## config.mk

```make
export PLATFORM = sky130hd
export DESIGN_NAME = serial_frame_tx
export DESIGN_NICKNAME = d
export VERILOG_FILES = /design/src/rtl/serial_frame_tx.sv
export SDC_FILE = /design/constraint.sdc
export NUM_CORES = 1
export LEC_CHECK = 0
export ABC_CLOCK_PERIOD_IN_PS = 2000
export CORE_ASPECT_RATIO = 0.6
export CORE_UTILIZATION = 30
export DETAILED_ROUTE_END_ITERATION = 10
export RECOVER_POWER = 100
export SLEW_MARGIN = 20
export SYNTH_ARGS = -nofsm -noshare
export SYNTH_HDL_FRONTEND = slang
export SYNTH_SLANG_ARGS = --single-unit
```

## constraint.sdc

```tcl
create_clock -name clk -period 2 [get_ports clk]
set_input_delay 0.2 -clock clk [delete_from_list [all_inputs] [get_ports clk]]
set_output_delay 0.2 -clock clk [all_outputs]
set_load 0.01 [all_outputs]
```

## src/rtl/serial_frame_tx.sv

```systemverilog
// Parallel-to-serial frame transmitter: start(1), data MSB-first, stop(0).
// Line idles low; one IDLE (done) cycle separates consecutive frames.
module serial_frame_tx #(
  parameter int WIDTH        = 8,
  parameter int CLKS_PER_BIT = 1
) (
  input  logic             clk,
  input  logic             rst_n,
  input  logic             in_valid,
  input  logic [WIDTH-1:0] data_in,
  output logic             in_ready,
  output logic             out,
  output logic             busy,
  output logic             done
);

  localparam int CW = (CLKS_PER_BIT > 1) ? $clog2(CLKS_PER_BIT) : 1;
  localparam int BW = (WIDTH > 1) ? $clog2(WIDTH) : 1;
  localparam logic [CW-1:0] CMAX = CW'(CLKS_PER_BIT - 1);
  localparam logic [BW-1:0] BMAX = BW'(WIDTH - 1);

  typedef enum logic [1:0] {
    S_IDLE,
    S_START,
    S_DATA,
    S_STOP
  } state_t;

  state_t           r_state;
  logic [WIDTH-1:0] r_shift;
  logic [BW-1:0]    r_bit_cnt;
  logic [CW-1:0]    r_clk_cnt;
  logic             r_out;
  logic             r_busy;
  logic             r_done;

  state_t           w_state_n;
  logic [WIDTH-1:0] w_shift_n;
  logic [BW-1:0]    w_bit_n;
  logic [CW-1:0]    w_clk_n;
  logic             w_out_n;
  logic             w_busy_n;
  logic             w_done_n;
  logic             w_ready;
  logic             w_accept;
  logic             w_bit_end;
  logic             w_last_bit;

  assign w_ready    = (r_state == S_IDLE) && rst_n;
  assign w_accept   = in_valid && w_ready;
  assign w_bit_end  = (r_clk_cnt == CMAX);
  assign w_last_bit = (r_bit_cnt == BMAX);

  assign in_ready = w_ready;
  assign out      = r_out;
  assign busy     = r_busy;
  assign done     = r_done;

  always_ff @(posedge clk or negedge rst_n) begin
    if (!rst_n) begin
      r_state   <= S_IDLE;
      r_shift   <= '0;
      r_bit_cnt <= '0;
      r_clk_cnt <= '0;
      r_out     <= 1'b0;
      r_busy    <= 1'b0;
      r_done    <= 1'b0;
    end else begin
      r_state   <= w_state_n;
      r_shift   <= w_shift_n;
      r_bit_cnt <= w_bit_n;
      r_clk_cnt <= w_clk_n;
      r_out     <= w_out_n;
      r_busy    <= w_busy_n;
      r_done    <= w_done_n;
    end
  end

  // The MSB of r_shift is always the next data bit to put on the line.
  always_comb begin
    w_state_n = r_state;
    w_shift_n = r_shift;
    w_bit_n   = r_bit_cnt;
    w_clk_n   = r_clk_cnt;
    w_out_n   = r_out;
    w_busy_n  = r_busy;
    w_done_n  = 1'b0;
    unique case (r_state)
      S_IDLE: begin
        w_out_n  = 1'b0;
        w_busy_n = 1'b0;
        w_clk_n  = '0;
        w_bit_n  = '0;
        if (w_accept) begin
          w_state_n = S_START;
          w_shift_n = data_in;
          w_out_n   = 1'b1;
          w_busy_n  = 1'b1;
        end
      end
      S_START: begin
        if (w_bit_end) begin
          w_state_n = S_DATA;
          w_clk_n   = '0;
          w_bit_n   = '0;
          w_out_n   = r_shift[WIDTH-1];
          w_shift_n = r_shift << 1;
        end else begin
          w_clk_n = r_clk_cnt + 1'b1;
        end
      end
      S_DATA: begin
        if (w_bit_end) begin
          w_clk_n = '0;
          if (w_last_bit) begin
            w_state_n = S_STOP;
            w_bit_n   = '0;
            w_out_n   = 1'b0;
          end else begin
            w_bit_n   = r_bit_cnt + 1'b1;
            w_out_n   = r_shift[WIDTH-1];
            w_shift_n = r_shift << 1;
          end
        end else begin
          w_clk_n = r_clk_cnt + 1'b1;
        end
      end
      S_STOP: begin
        w_out_n = 1'b0;
        if (w_bit_end) begin
          w_state_n = S_IDLE;
          w_clk_n   = '0;
          w_busy_n  = 1'b0;
          w_done_n  = 1'b1;
        end else begin
          w_clk_n = r_clk_cnt + 1'b1;
        end
      end
      default: begin
        w_state_n = S_IDLE;
        w_out_n   = 1'b0;
        w_busy_n  = 1'b0;
      end
    endcase
  end

endmodule

```

==> run metrics <==
outcome=finished, final reports clean; syn_nets=just over 80; vias post-DR=522; ANT cells=0; Port Buffers=14; #FFs+latches synth=16; Final WS setup=between 0.15 and 0.2 ns; Clock Skew=0.000961 ns; worst slew pin tran=0.945 ns; FMAX=544 MHz; crit path launch=r_state[0]$_DFFE_PN0P_; mean number of vias per cell=between 4 and 5; clock transition at the registers of the reported paths=0.06 ns; Final ANT Viol Nets=0; hold path cells=2; GRT Total Usage=about an eighth; hold worst-path end=busy$_DFFE_PN0P_; Power Density=~1700 nW/um^2; Tmin final=between 1.5 and 2 ns; remaining global-route overflow=0; DRT iter0 DRCs=14; syn avg cell area=about 13 um^2; library cells used by synthesis=20; Max VDD drop=about 0.56 mV; pin count of the biggest net entering global routing=18; dpl cell area=1060 um^2; Final Setup Violations=0; initial core utilization=32.9%; DPL Wire Length=around 1.2 mm; setup bufs post-CTS=0; worst min path class=reg -> reg; Worst slew margin=37.0%; H-Tree Level Count=1; clock root buffer=clkbuf_8; Hold Crit Start=busy$_DFFE_PN0P_; Syn Std Cell Area=853 um^2; setup_tns=0 ns; FF-to-FF Start=r_state[0]$_DFFE_PN0P_; share of cells above drive strength 1=~23%; Chip Height=between 40 and 50 um; flop2flop setup slack=0.17 ns; wirelength, routed=between 1.5 and 2 mm; area added between synthesis and finish=28.6%; Final Cycle Share=between 90 and 100%; die width=a little over 70 um; CP Launch Type=flip-flop; Critical Path RT=approximately 1.8 ns; sequential area share after synthesis=between 40 and 50%; Post-Place Worst Slack=0.262 ns; Crit. End Element=output port; cts bufs inserted=3; P_leak=about 0.5 nW; Pwr Total=1.85 mW; Critical Path AT=approximately 1.6 ns; num ports=15; Final Hold Viols=0; Max FO, Critical Path=3; initial antenna violation count=0; first-pass GRT wire length=between 2 and 3 mm; R2R depth=6; Maximum Capacitance Violations=0; Hold-fix buffers, CTS=0; capturing point of the worst reg2reg path=r_shift[3]$_DFFE_PN0P_; row count=14; Longest Clk Path Bufs=2; total iterations of the first detailed-routing run=6; wire per inst=13.6 um; clk_lat worst skew=between 0.2 and 0.3 ns; gp weighted congestion=~0.75; cts repair resizes=0; Finished Cell Area=1100 um^2; RSZ-0062 raised after global routing=false; core area=roughly 2600 um^2; TritonCTS clock tree=yes; crit path kind=reg -> out; WHS=~0.49 ns; nets@finish=roughly 100; Ys Warns=0; clk sink count=16; die area=slightly above 3000 um^2; vias in the first global route=about 560; Synth Instances=64; Pins Over Slew Limit=0; DRC viols=0
## critical path, cell delays in order (launching register included)
cell	delay (ns)
dfrtp_1	0.38
inv_1	0.11
ha_1	0.20
and2_1	0.17
clkdlybuf4s50_1	0.54
## final cells by class
cell class	count	area, um^2
multi-input combinational	44	423
clock buffer	4	55.1
tap	32	40.0
sequential	16	400
inverter	2	7.51
fill	265	1500
timing repair buffer	18	171
## report_power, final
| group | internal, mW | leakage [nW] | switching [mW] | total (mW) |
|---|---|---|---|---|
| Clock | 0.175 | 0.0288 | 0.113 | 0.288 |
| Sequential | 0.476 | 0.200 | 0.0692 | 0.545 |
| Combinational | 0.604 | 0.287 | 0.411 | 1.01 |
## cells by family (layout without fill, tap and decap cells)
logic type	Yosys count	count (layout)	share of synthesized area [%]
compound gates	8	8	6.60
fa+ha+maj	8	8	11.7
buf+inv	4	24	2.64
flops	16	16	46.9
mux	17	17	25.8
simple gates	11	11	6.30
## Yosys cell counts, drive strengths merged
| library cell | instances | share of area [%] |
|---|---|---|
| a21o | 1 | 0.88 |
| mux2 | 16 | 25 |
| ha | 8 | 12 |
| nor2 | 1 | 0.44 |
| clkbuf | 1 | 0.44 |
| nand3 | 1 | 0.59 |
| dfrtp | 16 | 47 |
| and2 | 1 | 0.73 |
| inv | 2 | 0.88 |
| o21ai | 3 | 1.8 |
| a211o | 1 | 1.0 |
| nor3b | 1 | 0.88 |
| nor2b | 2 | 1.5 |
| mux2i | 1 | 1.2 |
| o32a | 1 | 1.2 |
| o31ai | 1 | 0.88 |
| nand2 | 5 | 2.2 |
| buf | 1 | 1.3 |
| a21boi | 1 | 0.88 |
## cell usage in the layout, fill, tap and decap left out, types with 2 or more instances in the layout
| cell type | synthesis | final |
|---|---|---|
| clkbuf_1 | 1 | 3 |
| clkbuf_8 | 0 | 4 |
| clkdlybuf4s50_1 | 0 | 11 |
| dfrtp_1 | 16 | 16 |
| dlygate4sd3_1 | 0 | 3 |
| ha_1 | 8 | 8 |
| inv_1 | 2 | 2 |
| mux2_1 | 0 | 2 |
| mux2_2 | 8 | 8 |
| mux2_4 | 8 | 6 |
| nand2_1 | 5 | 5 |
| nor2b_1 | 2 | 2 |
| o21ai_0 | 3 | 3 |
## metrics by stage
stage,instances,utilization (%)
finish,116,42.3
CTS,116,43.1
global placement,112,40.9
floorplan,64,-
global route,116,42.3
detailed placement,112,40.9
## layer usage
metal / up-vias / track usage, % / wire (um)
met4: 0 / 6.00 / 27
met3: 2 / 5.23 / 61
met2: 15 / 17.1 / 573
met5: - / 0 / 0
li1: 262 / - / -
met1: 243 / 18.0 / 920
## flip-flops by register name, indices dropped and copies added (netlist names)
signal / cells
r_shift: 8
out: 1
busy: 1
done: 1
r_bit_cnt: 3
r_state: 2
## worst max path at each step
stage	cells after the start	slack (ns)	to
after global placement	4	0.28	r_shift[7]$_DFFE_PN0P_
after global routing	6	0.04	r_shift[3]$_DFFE_PN0P_
after detailed placement	4	0.26	r_shift[7]$_DFFE_PN0P_
after floorplan	5	0.20	r_shift[1]$_DFFE_PN0P_
after CTS	4	0.15	in_ready
final	4	0.16	in_ready
No activity file was read; power rests on OpenSTA's default activity.
